==> src/rtl/load_store_unit.sv <==
// load_store_unit: byte-serial load/store engine over an 8-bit data memory port
module load_store_unit #(
  parameter int ADDR_W = 8
) (
  input  logic              clk,
  input  logic              rst,
  input  logic              req,
  input  logic              we,
  input  logic [2:0]        funct3,
  input  logic [ADDR_W-1:0] addr,
  input  logic [31:0]       wdata,
  output logic              busy,
  output logic              done,
  output logic              err,
  output logic [31:0]       rdata,
  output logic [ADDR_W-1:0] mem_a,
  output logic [7:0]        mem_wd,
  output logic              mem_we,
  input  logic [7:0]        mem_rd
);
  typedef enum logic [1:0] {IDLE, ACCESS, DONE} state_t;
  state_t state_q, state_d;
  logic we_q, we_d, err_q, err_d, ok, last;
  logic [2:0] f3_q, f3_d;
  logic [1:0] k_q, k_d;
  logic [ADDR_W-1:0] addr_q, addr_d;
  logic [31:0] wdata_q, wdata_d, lbuf_q, lbuf_d, rdata_q, rdata_d;
  always_comb begin
    ok = funct3[1:0] != 2'b11 && funct3[2:1] != 2'b11 && !(we && funct3[2])
      && !(funct3[1:0] == 2'b01 && addr[0]) && !(funct3[1:0] == 2'b10 && addr[1:0] != 2'b00);
    last = k_q == (f3_q[1] ? 2'd3 : {1'b0, f3_q[0]});
    state_d = state_q;
    we_d = we_q;
    err_d = err_q;
    f3_d = f3_q;
    k_d = k_q;
    addr_d = addr_q;
    wdata_d = wdata_q;
    lbuf_d = lbuf_q;
    rdata_d = rdata_q;
    if (state_q == IDLE && req) begin
      state_d = ok ? ACCESS : DONE;
      err_d = !ok;
      we_d = we;
      f3_d = funct3;
      addr_d = addr;
      wdata_d = wdata;
      k_d = 2'd0;
    end else if (state_q == ACCESS) begin
      k_d = last ? 2'd0 : k_q + 2'd1;
      if (!we_q) lbuf_d[{k_q, 3'b000} +: 8] = mem_rd;
      state_d = last ? DONE : ACCESS;
      // the final byte is merged and extended on the same edge so rdata is valid with done
      if (last && !we_q)
        rdata_d = f3_q[1] ? lbuf_d
                : f3_q[0] ? {{16{lbuf_d[15] & !f3_q[2]}}, lbuf_d[15:0]}
                : {{24{lbuf_d[7] & !f3_q[2]}}, lbuf_d[7:0]};
    end else if (state_q == DONE) begin
      state_d = IDLE;
    end
  end
  always_ff @(posedge clk or posedge rst) begin
    if (rst) begin
      state_q <= IDLE;
      we_q <= 1'b0;
      err_q <= 1'b0;
      f3_q <= 3'd0;
      k_q <= 2'd0;
      addr_q <= '0;
      wdata_q <= 32'd0;
      lbuf_q <= 32'd0;
      rdata_q <= 32'd0;
    end else begin
      state_q <= state_d;
      we_q <= we_d;
      err_q <= err_d;
      f3_q <= f3_d;
      k_q <= k_d;
      addr_q <= addr_d;
      wdata_q <= wdata_d;
      lbuf_q <= lbuf_d;
      rdata_q <= rdata_d;
    end
  end
  assign busy = state_q != IDLE;
  assign done = state_q == DONE;
  assign err = done && err_q;
  assign rdata = rdata_q;
  assign mem_we = state_q == ACCESS && we_q;
  assign mem_a = state_q == ACCESS ? addr_q + ADDR_W'(k_q) : '0;
  assign mem_wd = mem_we ? wdata_q[{k_q, 3'b000} +: 8] : 8'h00;
endmodule

==> config.mk <==
export PLATFORM = sky130hd
export DESIGN_NAME = load_store_unit
export DESIGN_NICKNAME = d
export VERILOG_FILES = /design/src/rtl/load_store_unit.sv
export SDC_FILE = /design/constraint.sdc
export NUM_CORES = 1
export LEC_CHECK = 0
export ABC_AREA = 1
export BUFFER_PORTS_ARGS = -buffer_cell sky130_fd_sc_hd__clkbuf_2
export CORE_MARGIN = 2
export CORE_UTILIZATION = 40
export DETAILED_ROUTE_END_ITERATION = 16
export PLACE_DENSITY = 0.74
export SYNTH_ARGS = -nofsm -noshare
export SYNTH_HDL_FRONTEND = slang
export SYNTH_SLANG_ARGS = --single-unit
==> constraint.sdc <==
create_clock -name clk -period 3.75 [get_ports clk]
set_input_delay 0.5625 -clock clk [delete_from_list [all_inputs] [get_ports clk]]
set_output_delay 0.5625 -clock clk [all_outputs]
set_load 0.05 [all_outputs]
# Word-level counts from Yosys, hierarchy flattened
# Cells that the tools add are included.
[word_totals]
reg_bits = 113
out_inout_bits = 52
elab_cells = 66
[classes]
addsub = 3
n_eq_ne = 7
shift = 3
mux = 17
bitwise_logic = 3
n_reduce_logical = 24
[ops]
columns = ["op", "n"]
rows = [
  ["32-bit two-way mux", 5],
  ["32-bit bitwise mux", 1],
  ["8-bit by 7-bit variable shift with 32-bit output, first input constant", 1],
  ["32-bit by 6-bit indexed part select with 8-bit output", 1],
  ["8-bit by 7-bit indexed part select with 32-bit output", 1],
  ["2-bit two-way mux", 9],
  ["8-bit two-way mux", 2],
  ["1-bit logical AND", 11],
  ["8-bit by 2-bit adder with 8-bit output", 1],
  ["5-bit negation with 7-bit output", 1],
  ["1-bit logical NOT", 6],
  ["2-bit nonzero test", 3],
  ["2-bit by 1-bit equality test with 1-bit output, second input constant", 2],
  ["2-bit equality test, second input constant", 2],
  ["2-bit != test, second input constant", 2],
  ["3-bit AND reduction", 1],
  ["3-bit nonzero test", 1],
  ["2-bit by 1-bit adder with 2-bit output, second input constant", 1],
  ["1-bit AND", 2],
  ["2-bit equality test", 1],
  ["2-bit logical NOT", 1],
  ["2-bit AND reduction", 1],
  ["1-bit inverter", 1],
]

# Depth between registers and ports, before layout
[logic_depth]
word_depth = 9
depth_mapped = 12

# Least setup slack after synthesis
# No wires, ideal clock.
[synth_timing]
path_kind = "register to output"
startpoint = "reg state_q[1]"
endpoint = "out mem_wd[0]"
t_arrival_ps = 2467
required_ps = 3188
path_slack_ps = 720
path_stages_with_launch = 6
cell_sequence = "dfrtp_1 > nor2_4 > inv_2 > nor2_1 > inv_1 > a21oi_1"
[synth_via]
elab_chain_len = 3
[synth_rtl]
columns = ["element", "line_no", "source"]
rows = [
  ["from (decl)", "22", "state_t state_q, state_d;"],
  ["from (signal assigned)", "74", "state_q <= state_d;"],
  ["2-bit by 1-bit equality test with 1-bit output", "89", "assign mem_we = state_q == ACCESS && we_q;"],
  ["1-bit logical AND", "89", ""],
  ["named net mem_we", "18", "output logic mem_we,"],
  ["8-bit two-way mux", "91", "assign mem_wd = mem_we ? wdata_q[{k_q, 3'b000} +: 8] : 8'h00;"],
  ["to (decl)", "17", "output logic [7:0] mem_wd,"],
]
# The timed path passes the listed nets, and every way through them passes these cells.

# Final worst setup path
[layout_timing]
startpoint = "reg k_q[1]"
endpoint = "out mem_a[5]"
[layout_via]
elab_chain_len = 2
[layout_rtl]
columns = ["element", "line_no", "source"]
rows = [
  ["from (decl)", "25", "logic [1:0] k_q, k_d;"],
  ["from (signal assigned)", "78", "k_q <= k_d;"],
  ["8-bit by 2-bit adder with 8-bit output", "90", "assign mem_a = state_q == ACCESS ? addr_q + ADDR_W'(k_q) : '0;"],
  ["8-bit two-way mux", "90", ""],
  ["to (decl)", "16", "output logic [ADDR_W-1:0] mem_a,"],
]
# No other way between the ends.

==> run_results.csv <==
group,metric,value,unit
cells_and_area,mostFrequentLayoutCells,"nand2_1 (337), dfrtp_1 (113), clkbuf_2 (106), nor2_1 (64), inv_1 (53)",
worst_setup_path,crit_start,"k_q[1]$_DFFE_PP0P_",
timing,relSlewSlack,23.2,%
yosys,syn_nets,833,
placed_design,numPortBuffers,106,
timing,skew,5.72,ps
yosys,synth_area,0.00579,sq mm
timing,setup_viol,0,
die,fp.dieW,124,microns
die,std_cell_rows,43,
worst_setup_path,critical_path.max_stage_delay,880,ps
timing,rsz0062_at_grt,"false",
worst_setup_path,cp-end-kind,"output port",
clock_network,insertion_delay,420,ps
routing,route.detailed.drc,0,
cells_and_area,area_growth,20.2,%
placed_design,dp_slack,1130,ps
routing,drtIter0Drc,340,
routing,drt_wl_total,14400,microns
global_route,grtUsageTotal,19.7,%
worst_setup_path,r2r_start,"k_q[1]$_DFFE_PP0P_",
clock_network,cts_resized,0,
yosys,ys_seq_elements,113,
timing,fmaxAchievable,334,MHz
cells_and_area,final_area,0.00696,sq mm
cells_and_area,n_fill_cell,1388,
clock_network,htree_levels,4,
timing,tightestPinTransition,1150,ps
die,io_pins,107,
routing,vias_per_cell,4.90,
timing,period_needed,2990,ps
die,fp.dieArea,0.0155,sq mm
yosys,netlist_instances,770,
placed_design,place_inst,1027,
die,die_y,124,microns
placed_design,dp_hpwl,10200,microns
clock_network,clock-sinks,113,
global_route,grt_max_degree,70,
placed_design,dpl_cell_area,0.00638,sq mm
die,initial_core_util,41.4,%
worst_setup_path,crit_chain,"ha_1, nand3_1, nand2_1, nand2_1, nor3_1, nor3_1, clkbuf_2",
worst_setup_path,reg2reg_depth,10,
clock_network,clockBufferDepth,2,
cells_and_area,drive_above_1_share,18.7,%
die,core,0.0140,sq mm
timing,slew_violations,0,
yosys,syn_area_per_cell,7.52,sq um
clock_network,cts-root-buf,"clkbuf_16",
worst_setup_path,cp_data_required_time,3190,ps
timing,hold_violations,0,
timing,timing.hold.ws,293,ps
yosys,synthArstFlopShare,100,%
yosys,ys_types,30,
global_route,antenna_found_initial,0,
worst_setup_path,arrival,2430,ps
yosys,synth_ff_type,"dfrtp_1",
placed_design,place_congestion,0.859,
global_route,grt_pass1_wl,24600,microns
routing,wire_per_inst,13.6,microns
worst_setup_path,start_kind,"flop",
cells_and_area,n_antenna_cell,0,
routing,ant_nets,0,
worst_setup_path,timing.rr.end,"rdata[19]$_DFFE_PP0P_",
min_path,worstHoldPathType,"in -> async",
routing,first_pass_iters,5,
global_route,overflow,0,
clock_network,hold_buffers,0,
routing,vias,5188,
clock_network,postCtsSetupRepairBufs,0,
yosys,ys_warn_count,0,
yosys,synth_edf_count,0,
worst_setup_path,reg2reg_setup_slack,1110,ps
cells_and_area,final_common_cell,"nand2_1",
global_route,grt_pass1_vias,5095,
worst_setup_path,criticalPathCategory,"reg -> out",
cells_and_area,fin_cells,1058,
clock_network,cts_tree,"yes",
worst_setup_path,cp_slowest_cell,"dfrtp_1",
worst_setup_path,crit_end,"mem_a[5]",
job,drv_cap,0,
power_and_ir_drop,p_leak,3.50,nW
clock_network,cts-buffers-inserted,17,
power_and_ir_drop,p_per_area,414,mW/mm^2
outcome,status,"finished, final reports clean",
timing,finalSetupTns,0,ps
timing,period_share,79.8,%
power_and_ir_drop,ir_drop,0.332,mV
yosys,ys_seq_area_share,48.8,%
cells_and_area,nets,929,
worst_setup_path,worst-path-max-fanout,21,
timing,worst_slack,757,ps
clock_network,clkTransAtPathRegs,50,ps
[Yosys cell counts (2+ instances only)]
cell      count  area, sq um
o22ai_1       8         50.1
ha_1          7         87.6
nor2_1       64          240
o21ai_0      46          230
inv_1        54          203
buf_1         4         15.0
o211ai_1      7         52.6
nor2_4        4         45.0
buf_6         9          101
a21oi_1      13         65.1
o21ai_1       7         35.0
a31oi_1      18          113
buf_2        11         55.1
inv_2         7         26.3
clkbuf_1     10         37.5
nor3_1        6         30.0
nor2_2        2         12.5
dfrtp_1     113         2830
nand2_1     337         1260
nand3_1      28          140
nand2_2       6         37.5
[sequential cells by signal, indices dropped and copies added, names as in the netlist, 2 cells and up]
name	count
lbuf_q	32
rdata	32
wdata_q	32
addr_q	8
f3_q	3
k_q	2
state_q	2
[layer usage]
layer / track usage [%] / up-vias / part of all wire, %
li1: - / 2609 / -
met1: 26.4 / 2393 / 47
met2: 30.6 / 163 / 45
met3: 5.20 / 23 / 6.1
met4: 7.73 / 0 / 1.9
met5: 0 / - / 0
[logic make-up after synthesis]
family | after synthesis | synth area share [%]
adders and majority gates | 8 | 1.86
buffers and inverters | 96 | 7.67
xor gates and xnor gates | 1 | 0.475
and+or+nand+nor | 453 | 31.8
AOI/OAI and AO/OA | 99 | 9.42
DFF | 113 | 48.8
[area by class of cell]
cell class / instances / area [sq um] / area share (%)
clock buffer: 26 / 509 / 7.31
clock inverter: 5 / 75.1 / 1.08
inverter: 62 / 238 / 3.41
multi-input combinational: 561 / 2520 / 36.2
sequential: 113 / 2830 / 40.6
tap: 180 / 225 / 3.23
timing repair buffer: 111 / 568 / 8.16
[critical path, delay by kind of cell (launching register included)]
kind / cells / cell delay, ps
flops: 1 / 880
buf+inv: 1 / 300
fa+ha+maj: 1 / 360
simple gates: 5 / 480
[worst min-delay path by stage]
stage                     depth (start not counted)  slack, ps                 endpoint
after global placement                            2        460  wdata_q[11]$_DFFE_PP0P_
after detailed placement                          2        460  wdata_q[12]$_DFFE_PP0P_
after global routing                              3        330  wdata_q[12]$_DFFE_PP0P_
after floorplan                                   2        440  wdata_q[10]$_DFFE_PP0P_
after CTS                                         2        320     rdata[2]$_DFFE_PP0P_
final                                             2        290     rdata[3]$_DFFE_PP0P_
[power by group]
part	switching (mW)	total [mW]	internal (mW)
Combinational	0.0484	0.0748	0.0264
Clock	0.532	1.59	1.06
Sequential	0	1.22	1.22
Total	0.580	2.89	2.31
[metrics by stage]
step	power (mW)	util, %
3_5_place_dp	1.32	45.6
2_1_floorplan	1.27	-
3_3_place_gp	1.32	45.6
6_report	2.89	49.8
5_1_grt	2.97	49.8
4_1_cts	2.91	49.8
No activity file was read; power rests on OpenSTA's default activity.
